==> src/rtl/fir_section_tdm.sv <==
// fir_section_tdm
//
// Odd-length, even-symmetric FIR section with programmable coefficients,
// built around one time-multiplexed pre-add / multiply / accumulate unit.
// Each accepted sample takes NUNIQ MAC cycles plus one output cycle. The
// result is rounded, saturated and then held on out_data.
//
// Ports
//   clk           clock
//   reset         asynchronous, active-high
//   enb           clock enable for FSM, accumulator and delay line
//   flush         synchronous clear of the delay line; aborts a computation
//   in_valid      input sample valid
//   in_data       signed input sample (DATA_W)
//   in_ready      high while idle; a sample is accepted on enb & in_valid & in_ready & !flush
//   coef_wr_en    shadow coefficient write strobe (works regardless of enb)
//   coef_wr_addr  unique-coefficient index k (weights taps k and TAPS-1-k)
//   coef_wr_data  signed coefficient (COEF_W)
//   out_valid     single-cycle pulse marking a new out_data
//   out_data      signed rounded and saturated result (OUT_W), held
//   out_sat       high when out_data was clipped
//   busy          high during MAC and OUT states
module fir_section_tdm #(
   parameter int DATA_W    = 11,
   parameter int COEF_W    = 12,
   parameter int TAPS      = 7,
   parameter int ACC_W     = 26,
   parameter int OUT_W     = 22,
   parameter int OUT_SHIFT = 0,
   localparam int NUNIQ    = (TAPS + 1) / 2,
   localparam int ADDR_W   = (NUNIQ > 1) ? $clog2(NUNIQ) : 1
) (
   input  logic              clk,
   input  logic              reset,
   input  logic              enb,
   input  logic              flush,
   input  logic              in_valid,
   input  logic [DATA_W-1:0] in_data,
   output logic              in_ready,
   input  logic              coef_wr_en,
   input  logic [ADDR_W-1:0] coef_wr_addr,
   input  logic [COEF_W-1:0] coef_wr_data,
   output logic              out_valid,
   output logic [OUT_W-1:0]  out_data,
   output logic              out_sat,
   output logic              busy
);

   localparam int PRE_W   = DATA_W + 1;
   localparam int PROD_W  = PRE_W + COEF_W;
   localparam int ACCX_W  = ACC_W + 1;
   localparam int SAT_W   = (ACCX_W > OUT_W) ? ACCX_W : OUT_W;
   localparam int RND_POS = (OUT_SHIFT > 0) ? OUT_SHIFT - 1 : 0;

   localparam logic signed [ACCX_W-1:0] RND_ADD =
      (OUT_SHIFT > 0) ? (ACCX_W'(1) <<< RND_POS) : '0;
   localparam logic signed [SAT_W-1:0] SAT_MAX = SAT_W'({1'b0, {(OUT_W-1){1'b1}}});
   localparam logic signed [SAT_W-1:0] SAT_MIN = ~SAT_MAX;

   // Elaboration-time guards: the accumulator must never wrap and the
   // symmetric folding needs an odd tap count.
   if (ACC_W < DATA_W + 1 + COEF_W + $clog2(NUNIQ)) begin : g_acc_w_check
      $error("fir_section_tdm: ACC_W too small for DATA_W, COEF_W and TAPS");
   end
   if ((TAPS < 3) || (TAPS % 2 == 0)) begin : g_taps_check
      $error("fir_section_tdm: TAPS must be odd and at least 3");
   end

   // Round half up at the OUT_SHIFT boundary, then arithmetic shift.
   // One guard bit keeps the rounding addition from wrapping.
   function automatic logic signed [ACCX_W-1:0] round_shift(input logic signed [ACC_W-1:0] a);
      logic signed [ACCX_W-1:0] t;
      t = ACCX_W'(a) + RND_ADD;
      return t >>> OUT_SHIFT;
   endfunction

   // Clip to the OUT_W signed range; the MSB of the result is the clip flag.
   function automatic logic [OUT_W:0] saturate(input logic signed [SAT_W-1:0] v);
      if (v > SAT_MAX)
         return {1'b1, SAT_MAX[OUT_W-1:0]};
      else if (v < SAT_MIN)
         return {1'b1, SAT_MIN[OUT_W-1:0]};
      else
         return {1'b0, v[OUT_W-1:0]};
   endfunction

   typedef enum logic [1:0] {S_IDLE, S_MAC, S_OUT} state_t;

   state_t state, state_nxt;

   logic signed [DATA_W-1:0] x         [TAPS];
   logic signed [COEF_W-1:0] coef_shad [NUNIQ];
   logic signed [COEF_W-1:0] coef_act  [NUNIQ];
   logic signed [ACC_W-1:0]  acc;
   logic [ADDR_W-1:0]        step;

   logic                     accept;
   logic                     mac_step;
   logic                     out_step;
   logic                     last_step;
   logic                     coef_wr_hit;

   logic signed [PRE_W-1:0]  pre_sum;
   logic signed [COEF_W-1:0] coef_sel;
   logic signed [PROD_W-1:0] prod;
   logic signed [ACCX_W-1:0] rnd;
   logic [OUT_W:0]           sat_res;

   assign coef_wr_hit = coef_wr_en && (int'(coef_wr_addr) < NUNIQ);
   assign last_step   = (step == ADDR_W'(NUNIQ - 1));

   always_ff @(posedge clk or posedge reset) begin
      if (reset)
         state <= S_IDLE;
      else
         state <= state_nxt;
   end

   always_comb begin
      state_nxt = state;
      accept    = 1'b0;
      mac_step  = 1'b0;
      out_step  = 1'b0;
      in_ready  = (state == S_IDLE);
      busy      = (state != S_IDLE);
      if (enb) begin
         if (flush) begin
            state_nxt = S_IDLE;
         end else begin
            case (state)
               S_IDLE: begin
                  if (in_valid) begin
                     accept    = 1'b1;
                     state_nxt = S_MAC;
                  end
               end
               S_MAC: begin
                  mac_step = 1'b1;
                  if (last_step)
                     state_nxt = S_OUT;
               end
               S_OUT: begin
                  out_step  = 1'b1;
                  state_nxt = S_IDLE;
               end
               default: state_nxt = S_IDLE;
            endcase
         end
      end
   end

   // MAC operand select: folded tap pair for k < NUNIQ-1, centre tap alone last.
   always_comb begin
      pre_sum  = '0;
      coef_sel = '0;
      for (int k = 0; k < NUNIQ; k++) begin
         if (step == ADDR_W'(k)) begin
            if (k == NUNIQ - 1)
               pre_sum = PRE_W'(x[k]);
            else
               pre_sum = PRE_W'(x[k]) + PRE_W'(x[TAPS-1-k]);
            coef_sel = coef_act[k];
         end
      end
   end

   assign prod    = PROD_W'(pre_sum) * PROD_W'(coef_sel);
   assign rnd     = round_shift(acc);
   assign sat_res = saturate(SAT_W'(rnd));

   // Shadow coefficient bank: written in any cycle, independent of enb.
   always_ff @(posedge clk or posedge reset) begin
      if (reset) begin
         for (int k = 0; k < NUNIQ; k++)
            coef_shad[k] <= '0;
      end else if (coef_wr_hit) begin
         coef_shad[coef_wr_addr] <= coef_wr_data;
      end
   end

   // Accept stage: shift delay line, snapshot coefficients, clear accumulator.
   always_ff @(posedge clk or posedge reset) begin
      if (reset) begin
         for (int i = 0; i < TAPS; i++)
            x[i] <= '0;
         for (int k = 0; k < NUNIQ; k++)
            coef_act[k] <= '0;
         acc  <= '0;
         step <= '0;
      end else if (enb && flush) begin
         for (int i = 0; i < TAPS; i++)
            x[i] <= '0;
         acc <= '0;
      end else if (accept) begin
         x[0] <= in_data;
         for (int i = 1; i < TAPS; i++)
            x[i] <= x[i-1];
         // A write landing in the accept cycle is already visible here.
         for (int k = 0; k < NUNIQ; k++)
            coef_act[k] <= (coef_wr_hit && (coef_wr_addr == ADDR_W'(k))) ? coef_wr_data
                                                                         : coef_shad[k];
         acc  <= '0;
         step <= '0;
      // MAC stage: one folded product per enabled cycle.
      end else if (mac_step) begin
         acc  <= acc + ACC_W'(prod);
         step <= step + 1'b1;
      end
   end

   // Output stage: round, saturate and hold; out_valid drops on the next clk regardless of enb.
   always_ff @(posedge clk or posedge reset) begin
      if (reset) begin
         out_valid <= 1'b0;
         out_data  <= '0;
         out_sat   <= 1'b0;
      end else begin
         out_valid <= out_step;
         if (out_step) begin
            out_data <= sat_res[OUT_W-1:0];
            out_sat  <= sat_res[OUT_W];
         end
      end
   end

endmodule
==> config.mk <==
export PLATFORM = sky130hd
export DESIGN_NAME = fir_section_tdm
export DESIGN_NICKNAME = d
export VERILOG_FILES = /design/src/rtl/fir_section_tdm.sv
export SDC_FILE = /design/constraint.sdc
export NUM_CORES = 1
export LEC_CHECK = 0
export ABC_CLOCK_PERIOD_IN_PS = 12700
export CAP_MARGIN = 20
export CORE_UTILIZATION = 56
export CTS_BUF_LIST = sky130_fd_sc_hd__clkbuf_2 sky130_fd_sc_hd__clkbuf_4 sky130_fd_sc_hd__clkbuf_8
export DETAILED_ROUTE_END_ITERATION = 10
export DONT_BUFFER_PORTS = 1
export GPL_ROUTABILITY_DRIVEN = 0
export PLACE_DENSITY = 0.71
export SLEW_MARGIN = 40
export SYNTH_ARGS = -nofsm -noshare
export SYNTH_HDL_FRONTEND = slang
export SYNTH_SLANG_ARGS = --single-unit
==> constraint.sdc <==
create_clock -name clk -period 12.7 [get_ports clk]
set_input_delay 1.905 -clock clk [delete_from_list [all_inputs] [get_ports clk]]
set_output_delay 1.905 -clock clk [all_outputs]
set_load 0.02 [all_outputs]
==> metrics.md, run 1 <==
| Metric | Value |
|---|---|
| CP startpoint kind | `register` |
| Final wirelength | `approximately 40,000 µm` |
| Critical Path RT | `around 13 ns` |
| IO buf count | `0` |
| Most frequent cell on the critical path | `fa_1` |
| First-pass GRT wire length | `~68,000 µm` |
| Routed Antenna Nets | `0` |
| Worst Path Buf+Inv | `4` |
| Synth Area per Inst | `9.87 µm²` |
| Cells after synthesis | `approximately 1,700` |
| Post-DP HPWL | `just under 30,000 µm` |
| I/O pin count | `57` |
| CTS H-Tree Depth | `2` |
| Slew headroom | `approximately two fifths` |
| Number of flops mapped to enable cells by yosys | `0` |
| Synth Flop Type | `dfrtp_1` |
| Vias per cell | `5.89` |
| Status | `complete, no violations` |
| Critical path cell sequence | `ha_1 > buf_4 > clkinv_1 > nand2_1 > o41ai_1 > a211oi_1 > o211ai_1 > a21boi_2 > nor2_1 > fa_1 > inv_1 > fa_1 > inv_1 > fa_1 > fa_1 > fa_1 > fa_1 > ha_1 > o21ai_0 > a21oi_1 > o2111ai_1 > o21ai_0 > o21ai_0 > a21o_1` |
| Clk slew on worst S/H paths | `roughly 0.060 ns` |
| Fin crit share | `approximately 65%` |
| Layout cell share with drive strength beyond 1 | `a little under a tenth` |
| Post_cts resized | `0` |
| Initial antenna violation count | `0` |
| Final Hold Viols | `0` |
| Row cnt | `63` |
| Synth Area in Compound Gates | `between 10% and 20%` |
| Post-synth top cells | `327 x nand2_1, 227 x dfrtp_1, 192 x inv_1` |
| DIE HEIGHT | `between 150 and 200 µm` |
| Syn_nets | `between 2,000 and 2,500` |
| Die area | `31,500 µm²` |
| Setup CP Type | `reg -> reg` |
| Final setup fails | `0` |
| Adder-Cell Fraction of Synth Area | `around 28%` |
| Initial Utilization | `a little under three fifths` |
| Slew Viols, Final | `0` |
| Post-synth top area share | `around a third` |
| Worst min path class | `reg -> reg` |
| Fmax | `approximately 0.12 GHz` |
| Setup total negative slack | `0 ns` |
| R2R setup slack | `around 4.4 ns` |
| Main combinational cell family by area after synthesis | `adder cells` |
| Largest cells by area after synthesis | `dfrtp_1 33%, fa_1 20%, ha_1 7.7%` |
| Async S/R FF share, synth | `100%` |
| Multi-input logic area | `roughly 11,000 µm²` |
| Grt ovf | `0` |
| Syn. warnings | `0` |
| Simple-gate share of the synthesized area | `13.8%` |
| Sequential cell area | `about 5700 µm²` |
| Seq/Total Area, Yosys | `around a third` |
| Vias in the first global route | `13,100` |
| Hold buffer count at CTS | `0` |
| CTS max path bufs | `3` |
| Post-synthesis mux area share | `under 10%` |
| Num Clock Sinks | `approximately 230` |
| CP max FO | `between 40 and 50` |
| Largest net degree at the start of global routing | `150` |
| CTS tree | `built` |
| Post-synthesis register bit count | `between 200 and 250` |
| Core outline area | `approximately 30,000 µm²` |
| Count leader, synth | `nand2_1` |
| Mapped cell area | `~17,000 µm²` |
| Post-route DRC | `0` |
| Post-route minimum period | `8.26 ns` |
| Post-synth top area cell | `dfrtp_1` |
| Router iterations before antenna repair | `5` |
| Delay-heaviest family, CP | `adder cells` |
| Area Overhead vs Synth | `7.76%` |
| Total Nets Final | `around 2,000` |
| Crit. End Element | `register` |
| Worst Tran Pin Value | `0.887 ns` |
| Total number of vias | `12,700` |
| DR WL/cell | `~19 µm` |
| Root Buffer | `clkbuf_8` |
| First DRT Iteration DRCs | `around 860` |
| Max-cap violations | `0` |
| Count of different cell masters after synthesis | `73` |
| FILL cells | `~2,500` |
| Total GRT Usage | `a little over a quarter` |
| Worst skew pair latency | `around 0.59 ns` |
| Die width | `about 180 µm` |
| TritonCTS Buffers | `41` |
| RSZ-0062 raised after global routing | `false` |
| Post-Route Skew | `~0.023 ns` |
| WP data arrival | `8.74 ns` |
| Slowest cell delay on critical path | `roughly 0.65 ns` |
| Post-CTS Setup Inserts | `0` |
| Post-synthesis xor/xnor area fraction | `around 1.8%` |
| Slowest cell on crit path | `clkinv_1` |
[cells in the final DEF (no fill, tap or decap), types with 4 or more instances in the layout]
cell,count
dfrtp_1,227
mux2_2,49
inv_1,190
and3_1,13
nand2b_1,16
nor2_1,65
clkbuf_4,13
a211oi_1,12
nor4_1,4
nor2_2,6
and2_1,33
o21a_1,16
o31ai_1,7
o211ai_1,13
clkbuf_8,50
nor2b_1,10
nand4_1,4
or3_1,6
xor2_1,13
buf_4,20
xnor2_1,22
o211a_1,7
nand2_1,326
ha_1,106
mux2i_1,6
a21o_1,25
o21ai_0,77
a21oi_1,58
o21bai_1,6
nand3_1,29
nor3_1,11
fa_1,175
a22o_1,73
[flip-flops by register name, summed over array words and instances, names as in the netlist]
register and flops:
coef_act 48, out_sat 1, out_valid 1, acc 26, x 77, step 2
coef_shad 48, out_data 22, state 2
[logic make-up after synthesis]
group	Yosys count
DFF	227
buffers and inverters	268
adders and majority gates	281
AOI/OAI and AO/OA	338
and+or+nand+nor	542
xor gates and xnor gates	35
muxes	55
[layout make-up]
type | count | area share, %
diodes | 1 | 0.0135
clock buffers | 63 | 4.23
multi-input cells | 1251 | 56.9
repair buffers | 23 | 1.17
clock inverters | 8 | 0.539
inverters | 193 | 3.97
well taps | 390 | 2.63
flip-flops and latches | 227 | 30.6
[metal layers]
metal	global-route usage (%)	wire length [µm]	vias to the layer above
met5	0	0	-
met4	9.15	1110	0
met3	4.78	2460	73
met2	45.7	19700	379
met1	36.3	17100	6460
li1	-	-	5788
[stage by stage]
step	instance area, µm²	hold slack (ns)	worst slack, ns	cells	utilization (%)
3_3_place_gp	17600	0.453	4.61	2079	58.6
6_report	18600	0.474	4.44	2156	62.0
4_1_cts	18500	0.478	4.56	2152	61.8
2_1_floorplan	17200	0.438	4.58	1746	-
3_5_place_dp	17600	0.462	4.57	2081	58.8
5_1_grt	18600	0.486	3.90	2155	62.0
[worst register-to-register path: stages, from the launching register on]
cell       delay, ns
dfrtp_1         0.41
ha_1            0.16
buf_4           0.41
clkinv_1        0.65
nand2_1         0.36
o41ai_1         0.12
a211oi_1        0.21
o211ai_1        0.14
a21boi_2        0.55
nor2_1          0.16
fa_1            0.57
inv_1           0.05
fa_1            0.47
inv_1           0.06
fa_1            0.53
fa_1            0.46
fa_1            0.52
fa_1            0.49
ha_1            0.40
o21ai_0         0.12
a21oi_1         0.20
o2111ai_1       0.21
o21ai_0         0.54
o21ai_0         0.18
a21o_1          0.18
[path summary, 6_finish.rpt]
check / from / end / depth (start not counted)
setup / recovery: step[0] / acc[24] / 24
hold / removal: coef_act[46] / coef_act[46] / 2
setup reg to reg: step[0] / acc[24] / 24
hold reg to reg: coef_act[46] / coef_act[46] / 2
max in group asynchronous: reset / out_data[9] / 3
min in group asynchronous: reset / x[59] / 1
Power of run 1 is not shown: default switching activity piles up to over one toggle a cycle in this logic, so the estimate is an artifact.
==> run 2: changes to the inputs <==
--- a/config.mk
+++ b/config.mk
@@ -5,14 +5,14 @@
 export SDC_FILE = /design/constraint.sdc
 export NUM_CORES = 1
 export LEC_CHECK = 0
-export ABC_CLOCK_PERIOD_IN_PS = 12700
+export ABC_CLOCK_PERIOD_IN_PS = 6700
 export CAP_MARGIN = 20
 export CORE_UTILIZATION = 56
 export CTS_BUF_LIST = sky130_fd_sc_hd__clkbuf_2 sky130_fd_sc_hd__clkbuf_4 sky130_fd_sc_hd__clkbuf_8
 export DETAILED_ROUTE_END_ITERATION = 10
 export DONT_BUFFER_PORTS = 1
 export GPL_ROUTABILITY_DRIVEN = 0
-export PLACE_DENSITY = 0.71
+export PLACE_DENSITY = 0.74
 export SLEW_MARGIN = 40
 export SYNTH_ARGS = -nofsm -noshare
 export SYNTH_HDL_FRONTEND = slang
==> constraint.sdc (replaced) <==
create_clock -name clk -period 6.7 [get_ports clk]
set_input_delay 1.005 -clock clk [delete_from_list [all_inputs] [get_ports clk]]
set_output_delay 1.005 -clock clk [all_outputs]
set_load 0.02 [all_outputs]
==> metrics.md, run 2 (synthesized netlist as in run 1, its figures left out) <==
| Metric | Value |
|---|---|
| Final wirelength | `46,300 µm (+15%)` |
| Critical Path RT | `7.16 ns (-6.02 ns)` |
| CTS max path bufs | `3 (unchanged)` |
| Post-Route Skew | `0.0374 ns (+0.0147 ns)` |
| CP max FO | `5 (-89%)` |
| Slew headroom | `45.2% (+4.7 points)` |
| WP data arrival | `7.70 ns (-1.04 ns)` |
| Most frequent cell on the critical path | `fa_1` |
| Root Buffer | `clkbuf_8` |
| FILL cells | `2,079 (-17%)` |
| Area Overhead vs Synth | `25.0%` |
| Grt ovf | `0 (unchanged)` |
| CP startpoint kind | `register` |
| Worst skew pair latency | `0.58 ns (about the same)` |
| Most common cell after layout, fill and taps aside | `nand2_1` |
| Max-cap violations | `0 (unchanged)` |
| Slew Viols, Final | `0 (unchanged)` |
| Clk slew on worst S/H paths | `0.07 ns (about the same)` |
| Routed Antenna Nets | `0 (unchanged)` |
| Initial Utilization | `57.5% (unchanged)` |
| Slowest cell on crit path | `fa_1` |
| Fin crit share | `108% (+43 points)` |
| Setup CP Type | `reg -> reg` |
| Slowest cell delay on critical path | `0.57 ns (-0.08 ns)` |
| Die area | `31,500 µm² (unchanged)` |
| Post-route DRC | `0 (unchanged)` |
| Vias per cell | `5.80 (-1.6%)` |
| Final setup fails | `17 (+17)` |
| Smallest hold slack | `0.309 ns (-0.165 ns)` |
| Post-DP HPWL | `32,300 µm (+11%)` |
| IO buf count | `0 (unchanged)` |
| Row cnt | `63 (unchanged)` |
| Initial antenna violation count | `1 (+1)` |
| First-pass GRT wire length | `74,400 µm (+10%)` |
| Max FFs per register | `77 (unchanged)` |
| Largest net degree at the start of global routing | `137 (-8.7%)` |
| Total number of vias | `13,900 (+9.4%)` |
| Post-route minimum period | `7.24 ns (-1.02 ns)` |
| Total GRT Usage | `30.1% (+2.7 points)` |
| Layout cell share with drive strength beyond 1 | `28.0% (+18 points)` |
| DR WL/cell | `19.3 µm (+3.4%)` |
| Delay-heaviest family, CP | `adder cells` |
| Largest registers | `x (77), coef_act (48), coef_shad (48)` |
| Final Hold Viols | `0 (unchanged)` |
| Status | `finished with violations` |
| CTS tree | `built` |
| I/O pin count | `57 (unchanged)` |
| DIE HEIGHT | `177 µm (unchanged)` |
| Worst Tran Pin Value | `0.820 ns (-0.0666 ns)` |
| Fmax | `0.138 GHz (+14%)` |
| Worst min path class | `in -> async` |
| Worst Path Buf+Inv | `6 (+2)` |
| Commonest non-fill, non-tap cells in the layout | `315 x nand2_1, 234 x buf_4, 227 x dfrtp_1` |
| Crit. End Element | `register` |
| TritonCTS Buffers | `40 (-2.4%)` |
| Final worst setup slack | `-0.538 ns (-4.98 ns)` |
| Failing checks | `negative setup slack` |
| First DRT Iteration DRCs | `913 (+5.8%)` |
| Num Clock Sinks | `227 (unchanged)` |
| CTS H-Tree Depth | `2 (unchanged)` |
| Core outline area | `30,000 µm² (unchanged)` |
| Router iterations before antenna repair | `6 (+1)` |
| Largest Register | `x` |
| Die width | `177 µm (unchanged)` |
| Vias in the first global route | `14,800 (+13%)` |
| Total Nets Final | `2,290 (+12%)` |
| RSZ-0062 raised after global routing | `true` |
==> run 2: changes by cell type in the layout (fill, tap and decap cells not counted), moves of 14 or more <==
cell,previous run,this run
buf_4,20,234
ha_1,106,73
ha_4,0,31
a21oi_1,58,36
o21ai_0,77,55
buf_6,1,21
fa_1,175,159
fa_2,0,16
a21oi_2,1,15
==> run 2: through the flow <==
stage	instances	setup TNS [ns]	cell area [µm²]	utilization [%]	setup slack, ns
final	2397	-5.56	21500	71.9	-0.538
after global routing	2397	-8.28	21500	71.9	-0.680
after CTS	2376	-2.80	20900	69.6	-0.329
after detailed placement	2287	-5.90	19400	64.8	-0.522
after global placement	2286	-3.31	19400	64.7	-0.331
after floorplan	1746	-0.00706	17500	-	-0.00648
==> run 2: worst paths after layout <==
kind / startpoint / to / slack (ns) / cells after the start
setup / recovery: x[55] / acc[25] / -0.54 / 27
hold / removal: reset / x[37] / 0.31 / 1
setup reg to reg: x[55] / acc[25] / -0.54 / 27
hold reg to reg: coef_act[47] / coef_act[47] / 0.47 / 2
max in group asynchronous: reset / state[0] / 5.37 / 2
min in group clk: coef_act[47] / coef_act[47] / 0.47 / 2
==> run 2: per-layer routing <==
metal / vias to the layer above / track usage [%] / share of wire (%)
met5: - / 0 / 0
met3: 138 / 5.33 / 6.8
met2: 471 / 50.0 / 51
li1: 6263 / - / -
met4: 0 / 12.5 / 3.7
met1: 7021 / 39.1 / 39
==> run 2: layout make-up <==
cell class,instances,area (µm²),share of cell area (%)
Sequential cell,227,5680,26.4
Clock inverter,7,71.3,0.331
Clock buffer,63,773,3.59
Multi-Input combinational cell,1251,11600,53.9
Tap cell,390,488,2.26
Antenna cell,1,2.50,0.0116
Inverter,193,732,3.40
Timing Repair Buffer,265,2190,10.2
==> run 2: worst register-to-register path, cell delays in order, from the launching register on <==
cell and delay [ns]:
dfrtp_1 0.42, ha_4 0.18, inv_2 0.05, fa_2 0.22
nor2b_4 0.05, o31a_1 0.29, o311ai_0 0.36, buf_4 0.19
o21a_1 0.11, o211ai_1 0.16, a21boi_4 0.29, nor2_2 0.07
fa_1 0.49, inv_2 0.04, fa_1 0.51, inv_2 0.04
fa_1 0.47, fa_1 0.57, fa_1 0.46, fa_1 0.53
ha_4 0.33, nand4_1 0.13, inv_1 0.16, o211ai_1 0.16
buf_4 0.21, a31oi_4 0.17, and4b_1 0.21, a211o_1 0.27
==> run 2: timing repair <==
item,CTS,global route
setup buffers,18,19
hold buffers,0,0
cloned,1,1
resized for setup,90,113
pin swaps,88,111
endpoints found under the setup margin,17,18
Power of run 2 is left out for the same reason.
